[config.mk]
export PLATFORM = sky130hd
export DESIGN_NAME = instruction_dispatch_flat
export DESIGN_NICKNAME = d
export VERILOG_FILES = /design/src/rtl/instruction_dispatch_if.sv /design/src/rtl/instruction_dispatch.sv /design/src/flat_wrapper.sv
export SDC_FILE = /design/constraint.sdc
export NUM_CORES = 1
export LEC_CHECK = 0
export CORE_MARGIN = 2
export CORE_UTILIZATION = 45
export CTS_CLUSTER_SIZE = 25
export DETAILED_ROUTE_END_ITERATION = 7
export GPL_TIMING_DRIVEN = 0
export PLACE_DENSITY = 0.82
export SKIP_LAST_GASP = 1
export SYNTH_ARGS = -nofsm -noshare
export SYNTH_HDL_FRONTEND = slang
export SYNTH_SLANG_ARGS = --single-unit
[constraint.sdc]
create_clock -name clock -period 2.7 [get_ports clock]
set_clock_uncertainty 0.05 [all_clocks]
set_input_delay 0.54 -clock clock [delete_from_list [all_inputs] [get_ports clock]]
set_output_delay 0.54 -clock clock [all_outputs]
set_load 0.01 [all_outputs]
[src/rtl/instruction_dispatch_if.sv]
// Instruction dispatch bus: instruction handshake, sub-FSM start/done
// lines and dispatcher status, bundled for the instruction_dispatch block.
// The slave modport is the dispatcher; master is the surrounding datapath.
interface instruction_dispatch_if #(
  parameter int COUNT_W = 16
);
  logic [15:0]        instruction;
  logic               instr_valid;
  logic               instr_ready;
  logic [3:0]         FSM_start;
  logic [3:0]         opcode;
  logic [5:0]         param1;
  logic [5:0]         param2;
  logic               ALU_FSM_DONE;
  logic               ALUI_FSM_DONE;
  logic               MOVE_FSM_DONE;
  logic               MOVI_FSM_DONE;
  logic               STORE_FSM_DONE;
  logic               LOAD_FSM_DONE;
  logic               DONE;
  logic               busy;
  logic [COUNT_W-1:0] instr_count;
  logic               seq_error;

  modport slave (
    input  instruction, instr_valid,
    input  ALU_FSM_DONE, ALUI_FSM_DONE, MOVE_FSM_DONE,
    input  MOVI_FSM_DONE, STORE_FSM_DONE, LOAD_FSM_DONE,
    output instr_ready, FSM_start, opcode, param1, param2,
    output DONE, busy, instr_count, seq_error
  );

  modport master (
    output instruction, instr_valid,
    output ALU_FSM_DONE, ALUI_FSM_DONE, MOVE_FSM_DONE,
    output MOVI_FSM_DONE, STORE_FSM_DONE, LOAD_FSM_DONE,
    input  instr_ready, FSM_start, opcode, param1, param2,
    input  DONE, busy, instr_count, seq_error
  );
endinterface

[src/rtl/instruction_dispatch.sv]
// instruction_dispatch: accepts one 16-bit instruction per valid/ready
// handshake, starts the matching sub-FSM and retires the instruction when
// that FSM reports done. Done lines from unselected FSMs (or any done while
// idle) set the sticky seq_error flag.
// Optional feature: define DISPATCH_TIMEOUT_EN to abort an instruction whose
// sub-FSM has not finished within TIMEOUT_CYCLES cycles. The TIMEOUT_CYCLES
// parameter exists only in that build.
module instruction_dispatch #(
  parameter int COUNT_W = 16
`ifdef DISPATCH_TIMEOUT_EN
  , parameter int TIMEOUT_CYCLES = 255
`endif
) (
  input  logic                  clock,
  input  logic                  reset,
  instruction_dispatch_if.slave bus
);

  typedef enum logic [1:0] {
    IDLE,
    DISPATCH,
    WAIT
  } state_e;

  typedef enum logic [3:0] {
    CODE_NONE  = 4'd0,
    CODE_ALU   = 4'd1,
    CODE_MOVE  = 4'd2,
    CODE_ALUI  = 4'd3,
    CODE_MOVI  = 4'd4,
    CODE_STORE = 4'd5,
    CODE_LOAD  = 4'd6
  } fsm_code_e;

  // Opcode map: 0x0-0x7 ALU, 0x8-0xB ALUI, then MOVE/MOVI/STORE/LOAD.
  function automatic fsm_code_e decode(input logic [3:0] op);
    if (!op[3])               return CODE_ALU;
    else if (op[3:2] == 2'b10) return CODE_ALUI;
    else begin
      case (op[1:0])
        2'd0:    return CODE_MOVE;
        2'd1:    return CODE_MOVI;
        2'd2:    return CODE_STORE;
        default: return CODE_LOAD;
      endcase
    end
  endfunction

  state_e             state_q, state_d;
  fsm_code_e          code_q;
  logic [3:0]         opcode_q;
  logic [5:0]         param1_q, param2_q;
  logic               done_q;
  logic [COUNT_W-1:0] count_q;
  logic               seq_error_q;

  logic               active;
  logic [6:0]         done_vec;
  logic [6:0]         sel_mask;
  logic               sel_done;
  logic               spurious;
  logic               accept;
  logic               retire;
  logic               abort;

  // Done lines indexed by sub-FSM code; bit 0 (no FSM) is never set.
  assign done_vec = {bus.LOAD_FSM_DONE, bus.STORE_FSM_DONE, bus.MOVI_FSM_DONE,
                     bus.ALUI_FSM_DONE, bus.MOVE_FSM_DONE, bus.ALU_FSM_DONE,
                     1'b0};

  assign active   = (state_q != IDLE);
  assign sel_mask = 7'b1 << code_q;
  assign sel_done = active && |(done_vec & sel_mask);
  assign spurious = active ? |(done_vec & ~sel_mask) : |done_vec;

`ifdef DISPATCH_TIMEOUT_EN
  localparam int TIMER_W = $clog2(TIMEOUT_CYCLES + 1);

  logic [TIMER_W-1:0] timer_q;
  logic               timer_expired;

  assign timer_expired = (timer_q == TIMER_W'(TIMEOUT_CYCLES - 1));

  // Cycle counter for the current instruction, restarted on every accept.
  always_ff @(posedge clock) begin
    if (!reset)      timer_q <= '0;
    else if (accept) timer_q <= '0;
    else if (active) timer_q <= timer_q + TIMER_W'(1);
  end
`else
  logic timer_expired;
  assign timer_expired = 1'b0;
`endif

  // State register.
  always_ff @(posedge clock) begin
    // NOTE: sequential state uses non-blocking assignments so every register
    // samples pre-edge values regardless of statement or process order.
    if (!reset) state_q <= IDLE;
    else        state_q <= state_d;
  end

  // Next-state logic and per-cycle events.
  always_comb begin
    // NOTE: every variable gets a default before the case so no path leaves
    // one unassigned, which would otherwise infer a latch.
    state_d = state_q;
    accept  = 1'b0;
    retire  = 1'b0;
    abort   = 1'b0;
    case (state_q)
      IDLE: begin
        if (bus.instr_valid) begin
          accept  = 1'b1;
          state_d = DISPATCH;
        end
      end
      DISPATCH, WAIT: begin
        if (sel_done) begin
          retire  = 1'b1;
          state_d = IDLE;
        end else if (timer_expired) begin
          abort   = 1'b1;
          state_d = IDLE;
        end else begin
          state_d = WAIT;
        end
      end
      default: state_d = IDLE;
    endcase
  end

  // Instruction fields and selected FSM, latched on accept.
  always_ff @(posedge clock) begin
    if (!reset) begin
      opcode_q <= '0;
      param1_q <= '0;
      param2_q <= '0;
      code_q   <= CODE_NONE;
    end else if (accept) begin
      opcode_q <= bus.instruction[15:12];
      param1_q <= bus.instruction[11:6];
      param2_q <= bus.instruction[5:0];
      code_q   <= decode(bus.instruction[15:12]);
    end
  end

  // Retire pulse, retired-instruction counter and sticky error flag.
  always_ff @(posedge clock) begin
    if (!reset) begin
      done_q      <= 1'b0;
      count_q     <= '0;
      seq_error_q <= 1'b0;
    end else begin
      done_q      <= retire;
      if (retire) count_q <= count_q + COUNT_W'(1);
      seq_error_q <= seq_error_q | spurious | abort;
    end
  end

  assign bus.instr_ready = (state_q == IDLE);
  assign bus.busy        = active;
  assign bus.FSM_start   = active ? code_q : CODE_NONE;
  assign bus.opcode      = opcode_q;
  assign bus.param1      = param1_q;
  assign bus.param2      = param2_q;
  assign bus.DONE        = done_q;
  assign bus.instr_count = count_q;
  assign bus.seq_error   = seq_error_q;

endmodule

[src/flat_wrapper.sv]
// flat-port wrapper written by rule: the top's interface ports become plain ports
module instruction_dispatch_flat 
#(
  parameter int COUNT_W = 16

)
  (clock, reset, bus_instruction, bus_instr_valid, bus_ALU_FSM_DONE, bus_ALUI_FSM_DONE, bus_MOVE_FSM_DONE, bus_MOVI_FSM_DONE, bus_STORE_FSM_DONE, bus_LOAD_FSM_DONE, bus_instr_ready, bus_FSM_start, bus_opcode, bus_param1, bus_param2, bus_DONE, bus_busy, bus_instr_count, bus_seq_error);
  instruction_dispatch_if #(.COUNT_W(COUNT_W)) bus_i ();
  input  logic clock;
  input  logic reset;
  input wire logic [$bits(bus_i.instruction)-1:0] bus_instruction;
  input wire logic [$bits(bus_i.instr_valid)-1:0] bus_instr_valid;
  input wire logic [$bits(bus_i.ALU_FSM_DONE)-1:0] bus_ALU_FSM_DONE;
  input wire logic [$bits(bus_i.ALUI_FSM_DONE)-1:0] bus_ALUI_FSM_DONE;
  input wire logic [$bits(bus_i.MOVE_FSM_DONE)-1:0] bus_MOVE_FSM_DONE;
  input wire logic [$bits(bus_i.MOVI_FSM_DONE)-1:0] bus_MOVI_FSM_DONE;
  input wire logic [$bits(bus_i.STORE_FSM_DONE)-1:0] bus_STORE_FSM_DONE;
  input wire logic [$bits(bus_i.LOAD_FSM_DONE)-1:0] bus_LOAD_FSM_DONE;
  output wire logic [$bits(bus_i.instr_ready)-1:0] bus_instr_ready;
  output wire logic [$bits(bus_i.FSM_start)-1:0] bus_FSM_start;
  output wire logic [$bits(bus_i.opcode)-1:0] bus_opcode;
  output wire logic [$bits(bus_i.param1)-1:0] bus_param1;
  output wire logic [$bits(bus_i.param2)-1:0] bus_param2;
  output wire logic [$bits(bus_i.DONE)-1:0] bus_DONE;
  output wire logic [$bits(bus_i.busy)-1:0] bus_busy;
  output wire logic [$bits(bus_i.instr_count)-1:0] bus_instr_count;
  output wire logic [$bits(bus_i.seq_error)-1:0] bus_seq_error;
  assign bus_i.instruction = bus_instruction;
  assign bus_i.instr_valid = bus_instr_valid;
  assign bus_i.ALU_FSM_DONE = bus_ALU_FSM_DONE;
  assign bus_i.ALUI_FSM_DONE = bus_ALUI_FSM_DONE;
  assign bus_i.MOVE_FSM_DONE = bus_MOVE_FSM_DONE;
  assign bus_i.MOVI_FSM_DONE = bus_MOVI_FSM_DONE;
  assign bus_i.STORE_FSM_DONE = bus_STORE_FSM_DONE;
  assign bus_i.LOAD_FSM_DONE = bus_LOAD_FSM_DONE;
  assign bus_instr_ready = bus_i.instr_ready;
  assign bus_FSM_start = bus_i.FSM_start;
  assign bus_opcode = bus_i.opcode;
  assign bus_param1 = bus_i.param1;
  assign bus_param2 = bus_i.param2;
  assign bus_DONE = bus_i.DONE;
  assign bus_busy = bus_i.busy;
  assign bus_instr_count = bus_i.instr_count;
  assign bus_seq_error = bus_i.seq_error;
  instruction_dispatch #(.COUNT_W(COUNT_W)) u_core (.clock(clock), .reset(reset), .bus(bus_i));
endmodule
* Yosys cells after proc, flatten, opt, wreduce, memory -nomap -nowiden
Index checks and enable logic that the tools add are counted.
** Word-level totals
- Register bits after elaboration :: 40
- Latch bits :: 0
- Memory bits (writable) :: 0
- ROM bits :: 0
- Bits of input ports :: 25
- Output and inout bits :: 40
- Memories kept :: 0
** Cells by class
- Add/subtract/negate cells :: 1
- $mul :: 0
- Div/mod/pow operators :: 0
- Order comparisons :: 0
- Equality and inequality tests :: 6
- Shift-type cells :: 1
- Multiplexer cells :: 12
- Bitwise gates (word level) :: 4
- Reductions and logical operators :: 8
** Operator list (number)
- 16-bit by 1-bit adder with 16-bit output (second input constant) :: 1
- 7-bit AND :: 2
- 7-bit OR reduction :: 2
- 4-bit two-way mux :: 3
- 3-bit one-hot mux with 3 select lines :: 1
- 7-bit NOT :: 1
- 1-bit by 4-bit << shifter with 7-bit output (first input constant) :: 1
- 2-bit equality test (second input constant) :: 3
- 6-bit OR reduction :: 1
- 1-bit two-way mux :: 5
- 2-bit by 1-bit equality test with 1-bit output (second input constant) :: 2
- 2-bit zero test :: 2
- 2-bit two-way mux :: 2
- 2-bit one-hot mux with 2 select lines :: 1
- 2-bit inequality test (second input constant) :: 1
- 2-bit nonzero test :: 1
- 2-bit OR reduction :: 1
- 1-bit logical AND :: 1
- 1-bit OR :: 1

* Depth between registers and ports, before layout
- Depth in word-level cells :: 6
- Gate-level depth with buffers :: 8

* Least setup slack after synthesis
No wires, ideal clock.
- Path type :: reg2reg
- Start point :: reg u_core.state_q[0]
- End point :: reg u_core.count_q[10] (netlist: u_core.bus.instr_count[10])
- Arrival :: 1.789 ns
- Data required time :: 2.580 ns
- Slack :: 0.790 ns
- Cell stages (with the launch flop) :: 8
- Path buffers :: 1
- Period minus slack after synthesis :: 1.910 ns
- Path through :: dfxtp_1 inv_1 ha_1 clkbuf_1 nor2b_1 nand4_1 or4_1 a21oi_1
** Between the ends
- Longest elaborated chain between the ends :: 4
** RTL lines
- start: declaration :: RTL line instruction_dispatch.sv:49 : state_e state_q, state_d;
- start signal: assignment :: RTL line instruction_dispatch.sv:100 : else state_q <= state_d;
- 2-bit nonzero test :: RTL line instruction_dispatch.sv:71 : assign active = (state_q != IDLE);
- 1-bit logical AND :: RTL line instruction_dispatch.sv:73 : assign sel_done = active && |(done_vec & sel_mask);
- 1-bit two-way mux :: RTL line instruction_dispatch.sv:119 : if (sel_done) begin
- 1-bit two-way mux (*) :: RTL line instruction_dispatch.sv:111 : case (state_q)
- end signal: assignment :: RTL line instruction_dispatch.sv:156 : if (retire) count_q <= count_q + COUNT_W'(1);
- end: declaration :: RTL line instruction_dispatch.sv:54 : logic [COUNT_W-1:0] count_q;
Mark *: on every way between the ends. The rest lies on a longest branch, timed or not.
A chain may end at the register's enable or synchronous reset.

* Worst setup path after layout
- Start point :: reg u_core.state_q[0]
- End point :: out bus_busy
** Between the ends
- Longest elaborated chain between the ends :: 1
** RTL lines
- 2-bit nonzero test :: RTL line instruction_dispatch.sv:71
- end: declaration :: RTL line flat_wrapper.sv:25 : output wire logic [$bits(bus_i.busy)-1:0] bus_busy;
Every way passes these cells.

==> summary.md <==
| Metric | Value |
|---|---|
| Status | `finished clean` |
| Reg power frac | `46.7%` |
| Bufs on Longest Clock Path | `2` |
| Die W | `between 60 and 70 um` |
| ANT cells | `0` |
| Most frequent cells in the layout | `63 x clkdlybuf4s50_1, 52 x nand2_1, 39 x dfxtp_1` |
| Detail-routed via count per cell | `5.35` |
| Crit path buf inv count | `4` |
| R2r endpoint | `u_core.bus.instr_count[8]` |
| Via count | `1899` |
| All-layer global routing usage | `21.5%` |
| CP cell instances | `inv_1 -> ha_1 -> clkbuf_1 -> inv_1 -> clkdlybuf4s50_1` |
| Int Pwr | `approximately 950 uW` |
| Worst Reg-to-Reg Cells | `7` |
| Initial antenna violation count | `0` |
| DIE AREA | `4710 um2` |
| Crit path DAT | `between 1500 and 2000 ps` |
| Grt ovf | `0` |
| Drt total wl | `4690 um` |
| Worst Hold Class | `register to register` |
| Slowest stage delay, CP | `560 ps` |
| CTS Sinks | `39` |
| H-tree depth | `2` |
| Synthesis Warnings | `0` |
| Area growth syn-to-layout | `41.3%` |
| # rows | `23` |
| Vias in the first global route | `1706` |
| Worst min-delay path endpoint | `u_core.bus.param2[3]` |
| Final Slew Violations | `0` |
| Pin count of the biggest net entering global routing | `13` |
| Crit end category | `output port` |
| Critical Path RT | `2110 ps` |
| Synthesized cell area | `1880 um2` |
| Pwr/cell area | `506 nW/um2` |
| Max Fanout on Critical Path | `10` |
| Post-layout min period | `2520 ps` |
| Switching power | `approximately 400 uW` |
| Synthesized flop and latch total | `39` |
| Core box area | `4000 um2` |
| EDFF count, synth | `0` |
| Sw Share | `29.6%` |
| RR Startpoint | `u_core.state_q[0]` |
| 1st-pass router iterations | `4` |
| Avg Cell Area, Syn | `8.03 um2` |
| Reg clk slew, reported paths | `approximately 70 ps` |
| Syn nets | `264` |
| CTS tree | `yes` |
| Sequential area share after synthesis | `41.5%` |
| Layout cell share with drive strength beyond 1 | `4.26%` |
| Final total power | `1.34 mW` |
| Delay-heaviest family, CP | `buffers and inverters` |
| Port bufs | `63` |
| Most common cell after layout, fill and taps aside | `clkdlybuf4s50_1` |
| Startpoint type of the worst setup path | `register` |
| First-pass GRT wire length | `7530 um` |
| Max IR drop VDD | `0.000339 V` |
| Post-synth top flop | `dfxtp_1` |
| Combinational Power Share | `about 25%` |
| MaxCap Viol Count | `0` |
| Asr flop ratio synth | `0%` |
| Most used cell, CP | `inv_1` |
| Root Buffer | `clkbuf_8` |
| CP max-delay cell | `clkdlybuf4s50_1` |
| Setup Buffers After CTS | `0` |
| Clk_lat worst skew | `approximately 290 ps` |
| Fillcell total | `358` |
| Worst R2R Setup Slack | `410 ps` |
| Worst hold stages | `2` |
| Avg WL per Cell | `13.2 um` |
| Residual DRC | `0` |
| Leakage | `0.919 nW` |
| Layout Nets | `334` |
| Final Cycle Share | `between 90% and 100%` |
| Clock Power Share | `28.2%` |
| Setup TNS | `0 ps` |
| Initial Util | `a little under half` |
| Die height | `around 70 um` |
| HPWL after detailed placement | `3440 um` |
| Hold_sp | `u_core.bus.param2[3]` |
| WS Path Type | `register to output port` |
| Final setup viols | `0` |
| IO Pins | `65` |
| Hold Vio Cnt, Final | `0` |
| F_max | `397 MHz` |
| Hold-fix buffers, CTS | `0` |
| Synthesized instance count | `234` |
| TritonCTS buffer count | `5` |
| RSZ-0062 raised after global routing | `no` |
| Post-route ant nets | `0` |
| GP Congestion | `0.798` |
| DR iter-0 viols | `approximately 160` |
| Post-synth cell types | `35` |
| Post_cts resized | `0` |
[per-layer routing]
layer / GRT usage, % / routed length (um) / part of all wire [%] / vias to the layer above
met2: 35.2 / 2330 / 50 / 58
li1: - / - / - / 959
met4: 8.50 / 38 / 0.81 / 0
met1: 25.5 / 1990 / 43 / 878
met3: 7.63 / 319 / 6.8 / 4
met5: 0 / 0 / 0 / -
[worst max-delay path by stage]
stage                                  from                          to  slack [ps]  cells after the start
after CTS                 u_core.state_q[0]                    bus_busy         170                      5
after global routing      u_core.state_q[0]                    bus_busy          60                      5
final                     u_core.state_q[0]                    bus_busy         180                      5
after floorplan           u_core.state_q[0]  u_core.bus.instr_count[10]         790                      7
after detailed placement  bus_ALUI_FSM_DONE  u_core.bus.instr_count[11]          40                      6
after global placement    bus_MOVI_FSM_DONE  u_core.bus.instr_count[11]          40                      6
[logic make-up (layout without fill, tap and decap cells)]
kind of cell               after synthesis  in the layout  share of synthesized area (%)
buffers and inverters                   21             92                           5.19
muxes                                    9              9                           5.46
and+or+nand+nor                        110            110                           29.3
AOI/OAI and AO/OA                       49             49                           15.0
DFF                                     39             39                           41.5
adders and majority gates                5              5                           3.33
other                                    1              1                          0.200
[sequential cells by signal, summed over array words and instances, names as in the netlist]
| register | count |
|---|---|
| u_core.state_q | 2 |
| u_core.bus.param2 | 6 |
| u_core.bus.opcode | 4 |
| u_core.code_q | 3 |
| u_core.bus.DONE | 1 |
| u_core.bus.param1 | 6 |
| u_core.bus.instr_count | 16 |
| u_core.bus.seq_error | 1 |
[synthesized netlist by cell type (all sizes together), types with 6 or more instances]
cell type | count | area share (%)
mux2i | 8 | 4.3
nand2 | 52 | 10
o21ai | 6 | 1.6
nor2 | 6 | 1.2
o31ai | 7 | 2.8
or4 | 8 | 3.2
a21oi | 28 | 7.5
clkbuf | 11 | 2.2
nand3 | 7 | 1.9
nand2b | 9 | 3.0
dfxtp | 39 | 42
inv | 7 | 1.4
[power groups by stage]
stage	registers [mW]	logic, mW	clock network, mW
2_1_floorplan	0.650	0.171	0
3_3_place_gp	0.638	0.330	0
3_5_place_dp	0.641	0.337	0
4_1_cts	0.628	0.338	0.390
5_1_grt	0.632	0.369	0.420
6_report	0.628	0.336	0.379
[through the flow]
step / hold slack (ps) / area (um2) / instances / util, % / setup slack, ps
floorplan: 431 / 1880 / 234 / - / 790
global placement: 391 / 2570 / 347 / 64.3 / 40.7
detailed placement: 395 / 2570 / 347 / 64.3 / 36.5
CTS: 406 / 2660 / 355 / 66.4 / 169
global route: 423 / 2660 / 355 / 66.4 / 60.5
finish: 406 / 2660 / 355 / 66.4 / 180
[worst reg2reg max path: cells and delay by family, from the launching register on]
| kind | cells | cell delay, ps |
|---|---|---|
| compound gates | 1 | 170 |
| fa+ha+maj | 1 | 210 |
| buf+inv | 2 | 290 |
| flops | 1 | 370 |
| simple gates | 3 | 1130 |
[cell type report]
type | count | area (um2) | area share, %
multi-input combinational | 174 | 1000 | 37.7
sequential | 39 | 781 | 29.4
timing repair buffer | 63 | 631 | 23.7
buffer | 14 | 71.3 | 2.68
clock buffer | 5 | 68.8 | 2.59
tap | 50 | 62.6 | 2.36
inverter | 7 | 26.3 | 0.989
clock inverter | 3 | 15.0 | 0.565
Power figures use the tool's default switching activity.
